File: src/rtl/mem_access_unit_pkg.sv
// Shared encodings and decode helpers for the memory-access pipeline stage.
package mem_access_unit_pkg;

  typedef enum logic [3:0] {
    MEM_NONE = 4'd0,
    MEM_LB, MEM_LBU, MEM_LH, MEM_LHU, MEM_LW, MEM_LWU, MEM_LD,
    MEM_SB, MEM_SH, MEM_SW, MEM_SD,
    MEM_LL, MEM_SC
  } mem_op_e;

  typedef enum logic [1:0] {
    ST_IDLE = 2'd0,
    ST_BUSY = 2'd1,
    ST_DONE = 2'd2
  } mau_state_e;

  localparam logic        writeDisable = 1'b0;
  localparam logic [4:0]  NOPRegAddr   = 5'd0;
  localparam logic [63:0] zeroword     = 64'd0;

  // log2 of the access size in bytes
  function automatic logic [1:0] op_size(input mem_op_e op);
    case (op)
      MEM_LB, MEM_LBU, MEM_SB:                     op_size = 2'd0;
      MEM_LH, MEM_LHU, MEM_SH:                     op_size = 2'd1;
      MEM_LW, MEM_LWU, MEM_SW, MEM_LL, MEM_SC:     op_size = 2'd2;
      default:                                     op_size = 2'd3;
    endcase
  endfunction

  function automatic logic op_is_load(input mem_op_e op);
    case (op)
      MEM_LB, MEM_LBU, MEM_LH, MEM_LHU, MEM_LW, MEM_LWU, MEM_LD, MEM_LL: op_is_load = 1'b1;
      default:                                                            op_is_load = 1'b0;
    endcase
  endfunction

  function automatic logic op_is_store(input mem_op_e op);
    case (op)
      MEM_SB, MEM_SH, MEM_SW, MEM_SD, MEM_SC: op_is_store = 1'b1;
      default:                                op_is_store = 1'b0;
    endcase
  endfunction

  function automatic logic op_is_signed(input mem_op_e op);
    case (op)
      MEM_LB, MEM_LH, MEM_LW, MEM_LL: op_is_signed = 1'b1;
      default:                        op_is_signed = 1'b0;
    endcase
  endfunction

endpackage

File: src/rtl/mem_access_unit_lane_align.sv
// mem_lane_align: little-endian lane handling; store replication and byte enables,
// load extract with sign/zero extension. Purely combinational.
module mem_lane_align
  import mem_access_unit_pkg::*;
#(
  parameter int DATA_W = 32
) (
  input  mem_op_e                     op_i,
  input  logic [$clog2(DATA_W/8)-1:0] lane_i,
  input  logic [DATA_W-1:0]           wdata_i,
  input  logic [DATA_W-1:0]           rdata_i,
  output logic [DATA_W/8-1:0]         be_o,
  output logic [DATA_W-1:0]           wdata_rep_o,
  output logic [DATA_W-1:0]           load_o
);

  localparam int NB     = DATA_W / 8;
  localparam int LANE_W = $clog2(NB);
  localparam int SH_W   = $clog2(DATA_W);

  logic [LANE_W-1:0] mask;
  logic [DATA_W-1:0] shifted;
  logic [SH_W-1:0]   top_bit;
  logic              fill;

  always_comb begin
    mask = LANE_W'((32'd1 << op_size(op_i)) - 32'd1);
    // byte i of the bus carries source byte (i mod size); enabled when i lies in the addressed chunk
    for (int i = 0; i < NB; i++) begin
      be_o[i]             = ((LANE_W'(i) & ~mask) == (lane_i & ~mask));
      wdata_rep_o[i*8 +: 8] = wdata_i[{LANE_W'(i) & mask, 3'b000} +: 8];
    end
    shifted = rdata_i >> {lane_i, 3'b000};
    top_bit = SH_W'((32'd8 << op_size(op_i)) - 32'd1);
    fill    = op_is_signed(op_i) & shifted[top_bit];
    load_o  = shifted;
    for (int b = 0; b < DATA_W; b++) begin
      if (SH_W'(b) > top_bit) load_o[b] = fill;
    end
  end

endmodule

File: src/rtl/mem_access_unit.sv
// mem_access_unit: EX/MEM -> MEM/WB stage; non-memory ops pass through in 0 cycles, memory ops run
// IDLE/BUSY/DONE over a req/ack port with stall held until ack. `MEM_LLSC_EN adds the LL/SC llbit.
module mem_access_unit
  import mem_access_unit_pkg::*;
#(
  parameter int DATA_W     = 32,
  parameter int ADDR_W     = 32,
  parameter int REG_ADDR_W = 5
) (
  input  logic                  clk,
  input  logic                  rst,
  input  logic                  we_i,
  input  logic [REG_ADDR_W-1:0] w_addr_i,
  input  logic [DATA_W-1:0]     w_data_i,
  input  logic [3:0]            mem_op_i,
  input  logic [ADDR_W-1:0]     mem_addr_i,
  input  logic [DATA_W-1:0]     mem_wdata_i,
  input  logic                  flush_i,
  output logic                  we_o,
  output logic [REG_ADDR_W-1:0] w_addr_o,
  output logic [DATA_W-1:0]     w_data_o,
  output logic                  stall_req_o,
  output logic                  excp_align_o,
  output logic                  dm_req_o,
  output logic                  dm_we_o,
  output logic [ADDR_W-1:0]     dm_addr_o,
  output logic [DATA_W/8-1:0]   dm_be_o,
  output logic [DATA_W-1:0]     dm_wdata_o,
  input  logic [DATA_W-1:0]     dm_rdata_i,
  input  logic                  dm_ack_i
);

  localparam int NB     = DATA_W / 8;
  localparam int LANE_W = $clog2(NB);

  mau_state_e        state;
  mem_op_e           op_raw, op_eff, op_q, lane_op;
  logic              kill, is_mem, misaligned, sc_fail, start;
  logic [2:0]        align_mask;
  logic [LANE_W-1:0] lane;
  logic [NB-1:0]     be;
  logic [DATA_W-1:0] rdata_q, wdata_rep, load_ext;

  assign op_raw = mem_op_e'(mem_op_i);

  // 64-bit-only opcodes degrade to plain pass-through on a 32-bit datapath
  always_comb begin
    op_eff = op_raw;
    if (DATA_W == 32 && (op_raw == MEM_LWU || op_raw == MEM_LD || op_raw == MEM_SD))
      op_eff = MEM_NONE;
  end

  assign is_mem     = op_is_load(op_eff) | op_is_store(op_eff);
  assign align_mask = 3'((4'd1 << op_size(op_eff)) - 4'd1);
  assign misaligned = is_mem & (|(mem_addr_i[2:0] & align_mask));

`ifdef MEM_LLSC_EN
  logic llbit;

  always_ff @(posedge clk) begin
    if (rst || flush_i) begin
      llbit <= 1'b0;
    end else if (state == ST_BUSY && dm_ack_i) begin
      if (op_q == MEM_LL)      llbit <= 1'b1;
      else if (op_q == MEM_SC) llbit <= 1'b0;
    end
  end

  assign sc_fail = (op_eff == MEM_SC) && !llbit;
`else
  assign sc_fail = 1'b0;
`endif

  assign start = (state == ST_IDLE) & is_mem & ~misaligned & ~sc_fail & ~flush_i;

  // IDLE shapes the outgoing request; later states decode the captured response
  assign lane_op = (state == ST_IDLE) ? op_eff : op_q;
  assign lane    = (state == ST_IDLE) ? mem_addr_i[LANE_W-1:0] : dm_addr_o[LANE_W-1:0];

  mem_lane_align #(.DATA_W(DATA_W)) u_lane_align (
    .op_i        (lane_op),
    .lane_i      (lane),
    .wdata_i     (mem_wdata_i),
    .rdata_i     (rdata_q),
    .be_o        (be),
    .wdata_rep_o (wdata_rep),
    .load_o      (load_ext)
  );

  always_ff @(posedge clk) begin
    if (rst) begin
      state      <= ST_IDLE;
      kill       <= 1'b0;
      op_q       <= MEM_NONE;
      rdata_q    <= '0;
      dm_req_o   <= 1'b0;
      dm_we_o    <= 1'b0;
      dm_addr_o  <= '0;
      dm_be_o    <= '0;
      dm_wdata_o <= '0;
    end else begin
      case (state)
        ST_IDLE: begin
          if (start) begin
            state      <= ST_BUSY;
            kill       <= 1'b0;
            op_q       <= op_eff;
            dm_req_o   <= 1'b1;
            dm_we_o    <= op_is_store(op_eff);
            dm_addr_o  <= mem_addr_i;
            dm_be_o    <= be;
            dm_wdata_o <= wdata_rep;
          end
        end
        ST_BUSY: begin
          // a flush cannot abort the bus cycle; it only suppresses the write-back
          if (flush_i) kill <= 1'b1;
          if (dm_ack_i) begin
            state    <= ST_DONE;
            rdata_q  <= dm_rdata_i;
            dm_req_o <= 1'b0;
            dm_we_o  <= 1'b0;
            dm_be_o  <= '0;
          end
        end
        ST_DONE: begin
          state <= ST_IDLE;
          kill  <= 1'b0;
        end
        default: state <= ST_IDLE;
      endcase
    end
  end

  always_comb begin
    we_o         = writeDisable;
    w_addr_o     = REG_ADDR_W'(NOPRegAddr);
    w_data_o     = DATA_W'(zeroword);
    stall_req_o  = 1'b0;
    excp_align_o = 1'b0;
    if (!rst) begin
      case (state)
        ST_IDLE: begin
          if (!is_mem) begin
            we_o     = we_i;
            w_addr_o = w_addr_i;
            w_data_o = w_data_i;
          end else if (misaligned) begin
            excp_align_o = 1'b1;
          end else if (sc_fail) begin
            we_o     = we_i & ~flush_i;
            w_addr_o = w_addr_i;
          end else begin
            stall_req_o = ~flush_i;
          end
        end
        ST_BUSY: stall_req_o = 1'b1;
        ST_DONE: begin
          we_o     = we_i & ~kill & ~flush_i;
          w_addr_o = w_addr_i;
          if (op_is_load(op_q))    w_data_o = load_ext;
          else if (op_q == MEM_SC) w_data_o = DATA_W'(1);
          else                     w_data_o = w_data_i;
        end
        default: ;
      endcase
    end
  end

endmodule

File: config.mk
export PLATFORM = sky130hd
export DESIGN_NAME = mem_access_unit
export DESIGN_NICKNAME = d
export VERILOG_FILES = /design/src/rtl/mem_access_unit_pkg.sv /design/src/rtl/mem_access_unit_lane_align.sv /design/src/rtl/mem_access_unit.sv
export SDC_FILE = /design/constraint.sdc
export NUM_CORES = 1
export LEC_CHECK = 0
export BUFFER_PORTS_ARGS = -buffer_cell sky130_fd_sc_hd__buf_4
export CORE_MARGIN = 2
export CORE_UTILIZATION = 30
export CTS_CLUSTER_SIZE = 24
export DETAILED_ROUTE_END_ITERATION = 8
export HOLD_SLACK_MARGIN = 0.12
export PLACE_DENSITY = 0.58
export SYNTH_ARGS = -nofsm -noshare
export SYNTH_HDL_FRONTEND = slang
export SYNTH_SLANG_ARGS = --single-unit
File: constraint.sdc
create_clock -name clk -period 6.3 [get_ports clk]
set_input_delay 0.315 -clock clk [delete_from_list [all_inputs] [get_ports clk]]
set_output_delay 0.315 -clock clk [all_outputs]
set_load 0.03 [all_outputs]
==> results.json, run 1 <==
{
  "cap_violations": 0,
  "rsz0062_at_grt": "false",
  "drtIter0Drc": 374,
  "ir_drop_uv": 152,
  "final_cell_mix": "buf_4, nand2_1, a21oi_1, dfxtp_1, nor2_1",
  "antenna_found_initial": 0,
  "h-tree-depth": 3,
  "cp_top_family": "compound AO/OA/AOI/OAI gates",
  "grt_pass1_vias": 6325,
  "dr.pass1.iters": 5,
  "async_flop_share_pct": 0,
  "worstPathMaxFanout": 28,
  "worstSkewPairLatency_ns": 0.37,
  "die-height_um": 150,
  "syn_area_um2": 6360,
  "fin_ws_ns": 0.946,
  "utilization_pct": 41.2,
  "fin_cells": 1297,
  "root_buffer": "clkbuf_16",
  "tightest_slew_ns": 1.22,
  "synth_nets": 966,
  "syn_avg_cell_area_um2": 7.82,
  "cts_resized": 0,
  "cts_buffers": 9,
  "max_slew_margin_pct": 19.0,
  "drc_errors": 0,
  "die_area_um2": 22400,
  "yosys_warnings": 0,
  "wl_um": 23200,
  "multi_input_area_um2": 3770,
  "cp.required_ns": 5.98,
  "cp_cell_sequence": "or2_1 > nand2_1 > a21boi_0 > ha_1 > nor3_1 > a32oi_1 > a211o_2 > o211a_4 > inv_6 > ha_1 > inv_1 > nand3_1 > nand3_2 > and4_4 > a221o_1 > buf_4",
  "cts_setup_buffers": 0,
  "ios": 252,
  "max_freq_mhz": 187,
  "hpwl_um": 17200,
  "setup_tns_ns": 0,
  "slowest_stage": "dfxtp_1",
  "cp_common_cell": "ha_1",
  "fillers": 2211,
  "gp_congestion": 0.919,
  "yosysTopAreaCellShare_pct": 34.6,
  "nNetsFinal": 1169,
  "syn2layout_area_growth_pct": 35.1,
  "place_ws_ns": 1.35,
  "hold_viol": 0,
  "synth.yosys.seq_area_share_pct": 34.6,
  "ys_ff_latch": 110,
  "grt_start_max_net_pins": 79,
  "cts_tree": "yes",
  "rr_endpoint": "dm_wdata_o[27]",
  "regToRegStartpoint": "state[1]",
  "synth_top_cell_by_area": "dfxtp_1",
  "synth_edf_count": 0,
  "slew_viol_final": 0,
  "cts_sinks": 110,
  "synth_top_flop_cell": "dfxtp_1",
  "io_buffers": 251,
  "viasPerCell": 5.12,
  "startpoint": "state[1]",
  "setup_viol": 0,
  "clockBufferDepth": 2,
  "crit_cells": 16,
  "dp_cells": 1281,
  "row_count": 53,
  "hold_class": "in2reg",
  "die_w_um": 150,
  "cts_hold_buf": 0,
  "dpl_cell_area_um2": 8280,
  "clk_pin_slew_ns": 0.09,
  "start_kind": "flop",
  "start_util_pct": 30.5,
  "crit_type": "reg2out",
  "power_density_nw_per_um2": 238,
  "drive_gt1_share_pct": 31.1,
  "run_status": "finished clean",
  "overflow": 0,
  "netlist_instances": 814,
  "final_area_um2": 8600,
  "regArea_um2": 2200,
  "fin_crit_ns": 5.35,
  "critPathCapture": "w_data_o[24]",
  "synthTopCellsByArea": "dfxtp_1, nand2_1, a21oi_1, mux4_2, mux2i_1",
  "core-area_um2": 20900,
  "finalCritPeriodShare_pct": 85.0,
  "cpPeakStageDelay_ns": 0.69,
  "grt_pass1_wl_um": 35200,
  "layout_commonest_cell": "buf_4",
  "p_leak_nw": 3.52,
  "rrSetupSlack_ns": 1.77,
  "routedWlPerCell_um": 17.9,
  "worstPathArrival_ns": 5.04,
  "path_buf_inv": 3,
  "reg2reg_depth": 14,
  "ys_types": 76,
  "antenna_left": 0,
  "grt_use_total_pct": 20.2,
  "fin_worst_skew_ns": 0.0100,
  "endpoint_kind": "primary output",
  "n_antenna_cell": 0,
  "vias": 6636
}
==> sequential cells by signal, summed over array words and instances, names as in the netlist, named ones only <==
signal	count
dm_addr_o	32
dm_be_o	4
dm_req_o	1
dm_wdata_o	32
dm_we_o	1
kill	1
op_q	4
rdata_q	32
state	2
==> power breakdown <==
part           internal (mW)  total (mW)  switching [mW]
clock network          0.290       0.618           0.328
registers              0.734       0.761          0.0275
logic                  0.269       0.665           0.396
total                   1.29        2.04           0.752
==> cell usage after synthesis, drive strengths merged (4+ instances only) <==
cell      n
and3      4
a221o     8
a211oi   19
nand2b   10
dfxtp   110
mux4     14
a21oi   114
o21a      7
o31ai     4
clkbuf   29
nor3     11
inv       9
nor2b     5
o221ai    7
o21ai    33
nand2   218
a31oi     7
buf      35
or2       4
nand3    23
mux2i    25
nor2     52
ha       10
nor3b     4
a22oi     7
and2     10
==> per-layer routing <==
layer | global-route usage [%] | vias to the layer above | routed length [µm]
li1 | - | 3262 | -
met1 | 25.9 | 3089 | 9840
met4 | 5.29 | 0 | 450
met3 | 5.43 | 28 | 2100
met5 | 0 | - | 0
met2 | 33.6 | 257 | 10800
==> kinds of logic after synthesis <==
family                     Yosys count  share of synthesized area, %
and+or+nand+nor                    351                          24.8
AOI/OAI and AO/OA                  228                          23.0
DFF                                110                          34.6
buffers and inverters               73                          6.16
muxes                               41                          9.36
adders and majority gates           10                          1.97
xor gates and xnor gates             1                         0.138
==> layout make-up <==
class / instances / share of cell area, %
Multi-Input combinational cell: 631 / 43.9
Timing Repair Buffer: 256 / 22.4
Sequential cell: 110 / 25.6
Clock buffer: 9 / 2.62
Inverter: 9 / 0.451
Clock inverter: 7 / 1.06
Tap cell: 275 / 4.00
==> metrics by stage <==
stage	total power, mW	hold slack (ns)
after floorplan	1.22	0.433
after global placement	1.44	0.442
after detailed placement	1.44	0.447
after CTS	2.07	0.175
after global routing	2.14	0.180
final	2.04	0.187
==> worst min-delay path: cells and delay by family <==
kind / cells / cell delay (ns)
simple gates: 1 / 0.04
buf+inv: 1 / 0.11
compound gates: 1 / 0.05
==> worst min path at each step <==
stage / startpoint / to / slack (ns) / cells past startpoint
4_1_cts: mem_addr_i[26] / dm_addr_o[26] / 0.17 / 3
2_1_floorplan: rdata_q[6] / rdata_q[6] / 0.43 / 2
3_3_place_gp: dm_req_o / dm_req_o / 0.44 / 2
5_1_grt: mem_addr_i[24] / dm_addr_o[24] / 0.18 / 3
6_report: mem_addr_i[28] / dm_addr_o[28] / 0.19 / 3
3_5_place_dp: dm_addr_o[22] / dm_addr_o[22] / 0.45 / 2
No activity file was read; power rests on OpenSTA's default activity.
==> run 2, diff against run 1 <==
- PLACE_DENSITY: 0.58 -> 0.6
- clock period: 6.3 -> 4.6 ns (I/O delays scaled with it)
==> run 2 against run 1 <==
Against the previous run: power rose by 37%; highest routed layer unchanged; final cell count up 4.4%; critical endpoint is now w_data_o[12]; clock skew barely moved; via count grew 2.0%; count of clock-buffer cells in the layout rose by 1; register-to-register slack got worse by 0.77 ns; hold slack worse by 0.056 ns; first-iteration DRC count down 3.7%; core utilization grew 2.6 points.
==> results.json, run 2 (synthesized netlist as in run 1, its figures left out) <==
{
  "fin_crit_ns": 4.27,
  "root_buffer": "clkbuf_16",
  "antenna_left": 0,
  "n_antenna_cell": 0,
  "reg2reg_depth": 15,
  "gp_congestion": 0.861,
  "final_cell_mix": "buf_4, nand2_1, a21oi_1, dfxtp_1, nor2_1",
  "worstSkewPairLatency_ns": 0.36,
  "endpoint_kind": "primary output",
  "grt_pass1_wl_um": 35700,
  "routedWlPerCell_um": 17.5,
  "slew_viol_final": 0,
  "met2_length_um": 11100,
  "rsz0062_at_grt": "false",
  "path_buf_inv": 2,
  "start_util_pct": 30.5,
  "max_freq_mhz": 234,
  "cp_cell_sequence": "or2_1 > nand2_1 > a21boi_0 > ha_1 > nor3_1 > a32oi_1 > a211o_2 > o211a_4 > inv_6 > ha_1 > nor2_1 > a32oi_4 > nor3b_4 > a21oi_1 > o21ai_0 > buf_4",
  "setup_tns_ns": 0,
  "die-height_um": 150,
  "nNetsFinal": 1226,
  "grt_use_total_pct": 20.4,
  "crit_cells": 16,
  "crit_type": "reg2out",
  "slowest_stage": "nor3b_4",
  "reg.largest.list": "dm_addr_o: 32 flops, dm_wdata_o: 32 flops, rdata_q: 32 flops",
  "h-tree-depth": 3,
  "cpPeakStageDelay_ns": 0.41,
  "power_density_nw_per_um2": 306,
  "worstPathMaxFanout": 8,
  "wl_met1_um": 10400,
  "drtIter0Drc": 360,
  "fin_cells": 1354,
  "fin_worst_skew_ns": 0.0104,
  "overflow": 0,
  "cp_top_family": "compound AO/OA/AOI/OAI gates",
  "top_layer_used": "met4",
  "met3WireLength_um": 1700,
  "wl_um": 23700,
  "layout_commonest_cell": "buf_4",
  "cp.required_ns": 4.37,
  "p_leak_nw": 3.76,
  "hold_viol": 0,
  "max_slew_margin_pct": 24.7,
  "hpwl_um": 17500,
  "clk_pin_slew_ns": 0.08,
  "run_status": "finished clean",
  "clockBufferDepth": 2,
  "cts_sinks": 110,
  "ios": 252,
  "cts_resized": 0,
  "ir_drop_uv": 163,
  "hold_class": "in2reg",
  "die_w_um": 150,
  "die_area_um2": 22400,
  "antenna_found_initial": 0,
  "utilization_pct": 43.7,
  "start_kind": "flop",
  "grt_pass1_vias": 6575,
  "drc_errors": 0,
  "cap_violations": 0,
  "setup_viol": 0,
  "dp_cells": 1288,
  "finalCritPeriodShare_pct": 92.8,
  "dr.pass1.iters": 4,
  "grt_start_max_net_pins": 82,
  "syn2layout_area_growth_pct": 43.6,
  "core-area_um2": 20900,
  "cp_common_cell": "ha_1",
  "hold_depth": 3,
  "row_count": 53,
  "viasPerCell": 5.00,
  "worstPathArrival_ns": 4.04,
  "io_buffers": 251,
  "tightest_slew_ns": 1.13,
  "cts_tree": "yes",
  "cts_buffers": 9,
  "drive_gt1_share_pct": 30.0,
  "vias": 6766
}
-- run 2: through the flow --
step                      total power, mW  setup slack [ns]  hold WS (ns)  area (µm²)
final                                2.79             0.330         0.131        9140
after detailed placement             2.00             0.589         0.447        8350
after global placement               1.99             0.653         0.443        8350
after floorplan                      1.68             0.100         0.366        6360
after global routing                 2.93            0.0543         0.127        9140
after CTS                            2.83             0.345         0.122        9140
-- run 2: worst min-delay path, cell delays in order --
cell	delay (ns)
buf_4	0.11
nand2_1	0.05
a21oi_1	0.05
-- run 2: layout make-up --
class	instances	area, µm²
fillers	2163	11800
inverters	9	38.8
well taps	275	344
clock inverters	6	60.1
clock buffers	10	229
multi-input cells	631	3770
repair buffers	313	2490
flip-flops and latches	110	2200
-- run 2: worst paths after layout --
kind	endpoint	slack, ns	startpoint
min	dm_addr_o[17]	0.13	mem_addr_i[17]
max	w_data_o[12]	0.33	state[1]
max reg2reg	dm_wdata_o[27]	1.00	state[1]
min reg2reg	dm_addr_o[27]	0.46	dm_addr_o[27]
-- run 2: repair_timing --
action	in CTS	in global routing
hold buffers	50	0
hold endpoints to repair	50	0
setup buffers	0	0
setup endpoints to repair	0	0
-- run 2: where the power goes --
group          total, mW  internal [mW]  switching (mW)
clock              0.786          0.384           0.402
sequential          1.04           1.00          0.0364
combinational      0.964          0.408           0.556
total               2.79           1.80           0.994
-- run 2: per-layer routing --
metal / vias up / GRT usage (%)
met4: 0 / 5.81
met2: 256 / 34.0
li1: 3368 / -
met5: - / 0
met3: 31 / 4.60
met1: 3111 / 26.6
==> run 3, diff against run 2 <==
- PLACE_DENSITY: 0.6 -> 0.59
- SYNTH_HIERARCHICAL: not set -> 1
==> run 3 against run 2 <==
Against the previous run: critical path depth is 2 higher; core utilization is 1.8 points lower; sequential share of layout area is 0.13 points lower; count of clock-buffer cells in the layout rose by 2; final cell count rose by 3.8%; hold slack improved by 0.0032 ns; non-clock buffer count is 16 lower; largest cell class unchanged; highest routed layer unchanged.
==> results.json, run 3 <==
{
  "run_status": "finished clean",
  "syn_avg_cell_area_um2": 7.44,
  "max_freq_mhz": 230,
  "power_density_nw_per_um2": 314,
  "reg.largest.list": "dm_addr_o: 32 flops, dm_wdata_o: 32 flops, rdata_q: 32 flops",
  "yosys_warnings": 6,
  "regArea_um2": 2200,
  "start_util_pct": 30.7,
  "die_area_um2": 23600,
  "nNetsFinal": 1270,
  "fin_worst_skew_ns": 0.0129,
  "finalCritPeriodShare_pct": 94.7,
  "place_ws_ns": 0.251,
  "worstPathMaxFanout": 12,
  "syn_area_um2": 6720,
  "multi_input_area_um2": 3980,
  "utilization_pct": 42.0,
  "wl_um": 24000,
  "dr.pass1.iters": 5,
  "synth_top_flop_cell": "dfxtp_1",
  "drive_gt1_share_pct": 29.8,
  "synth.yosys.seq_area_share_pct": 32.8,
  "worstPathArrival_ns": 4.12,
  "gp_congestion": 0.903,
  "cts_tree": "yes",
  "synth_top_cell_by_area": "dfxtp_1",
  "ir_drop_uv": 153,
  "ios": 252,
  "layout_commonest_cell": "buf_4",
  "antenna_found_initial": 1,
  "async_flop_share_pct": 0,
  "endpoint_kind": "primary output",
  "cts_sinks": 110,
  "fillers": 2335,
  "drtIter0Drc": 557,
  "row_count": 54,
  "synth_edf_count": 0,
  "worstSkewPairLatency_ns": 0.36,
  "die-height_um": 154,
  "hpwl_um": 16900,
  "synth_most_common_cell": "a21oi_1",
  "whs_ns": 0.134,
  "synthTopCellsByArea": "dfxtp_1, a21oi_1, o21ai_0, nand2_1, nand3_1",
  "final_cell_mix": "buf_4, a21oi_1, nand2_1, dfxtp_1, o21ai_0",
  "p_leak_nw": 3.80,
  "root_buffer": "clkbuf_16",
  "start_kind": "flop",
  "grt_use_total_pct": 19.5,
  "tightest_slew_ns": 1.04,
  "die_w_um": 154,
  "h-tree-depth": 3,
  "synth_common_cells": "a21oi_1, nand2_1, dfxtp_1, o21ai_0, nand3_1",
  "hold_class": "in2reg",
  "fin_ws_ns": 0.245,
  "setup_viol": 0,
  "cp.required_ns": 4.37,
  "ys_ff_latch": 110,
  "cap_violations": 0,
  "grt_pass1_wl_um": 37400,
  "clockBufferDepth": 2,
  "grt_start_max_net_pins": 92,
  "ys_types": 59,
  "slew_viol_final": 0,
  "syn2layout_area_growth_pct": 36.8,
  "yosysTopAreaCellShare_pct": 32.8,
  "viasPerCell": 5.07,
  "hold_viol": 0,
  "setup_tns_ns": 0,
  "grt_pass1_vias": 6694,
  "netlist_instances": 903,
  "cts_buffers": 9,
  "met1_usage_pct": 27.7,
  "grt_busiest_layer": "met2",
  "max_slew_margin_pct": 30.5,
  "overflow": 0,
  "vias": 7129,
  "drc_errors": 0,
  "synth_nets": 1054,
  "grt_use_met3_pct": 2.85,
  "io_buffers": 251,
  "fin_crit_ns": 4.35,
  "grt.met2_usage_pct": 30.6,
  "antenna_left": 0,
  "routedWlPerCell_um": 17.1,
  "crit_type": "reg2out",
  "clk_pin_slew_ns": 0.08,
  "rsz0062_at_grt": "false",
  "core-area_um2": 21900
}
-- run 3: cells by family after synthesis --
kind of cell	count (synthesis)	share of synthesized area [%]
and+or+nand+nor	305	21.7
xor gates and xnor gates	1	0.130
muxes	41	8.01
adders and majority gates	9	1.68
buffers and inverters	110	8.42
DFF	110	32.8
AOI/OAI and AO/OA	327	27.2
-- run 3: where the power goes --
group / leakage, nW / switching (mW) / internal, mW
Combinational: 2.77 / 0.626 / 0.424
Clock: 0.142 / 0.393 / 0.407
Sequential: 0.893 / 0.0323 / 1.01
Total: 3.80 / 1.05 / 1.84
-- run 3: layout make-up --
type	count	share of cell area, %
well taps	280	3.81
repair buffers	297	24.9
clock inverters	4	0.395
diodes	1	0.0272
flip-flops and latches	110	24.0
multi-input cells	683	43.3
clock buffers	12	2.79
inverters	18	0.790
-- run 3: routing by layer --
| metal | wire length, µm | vias up |
|---|---|---|
| met1 | 11300 | 3315 |
| li1 | - | 3585 |
| met4 | 499 | 0 |
| met3 | 1210 | 30 |
| met5 | 0 | - |
| met2 | 11000 | 199 |
-- run 3: path summary, 6_finish.rpt --
kind,from,endpoint,slack (ns),cells past startpoint
worst min register to register,rdata_q[6],rdata_q[6],0.45,2
worst max-delay path,state[1],w_data_o[29],0.25,18
worst min-delay path,dm_rdata_i[4],rdata_q[4],0.13,3
worst max register to register,state[1],dm_wdata_o[30],1.36,14
-- run 3: worst max-delay path, stage by stage (launching register included) --
cell,delay (ns)
dfxtp_1,0.36
or2_4,0.31
o21ai_1,0.19
inv_1,0.09
ha_1,0.22
mux2_4,0.28
o21ai_4,0.21
and2_4,0.21
inv_6,0.03
ha_1,0.34
nor2b_1,0.15
a222oi_1,0.39
and3_4,0.27
nor4b_4,0.04
buf_4,0.17
a21o_1,0.15
nand2_1,0.06
a21oi_1,0.07
buf_4,0.22
-- run 3: what timing repair did --
item	CTS	global route
pin swaps	1	2
endpoints found under the setup margin	1	16
resized for setup	2	4
endpoints found under the hold margin	24	0
hold buffers	24	0
buffers inserted	1	1
-- run 3: metrics by stage --
stage / power [mW] / area [µm²] / cells
after floorplan: 1.75 / 6720 / 903
after CTS: 2.92 / 9170 / 1403
after global routing: 3.05 / 9190 / 1404
final: 2.89 / 9190 / 1405
after global placement: 2.08 / 8630 / 1362
after detailed placement: 2.09 / 8630 / 1362
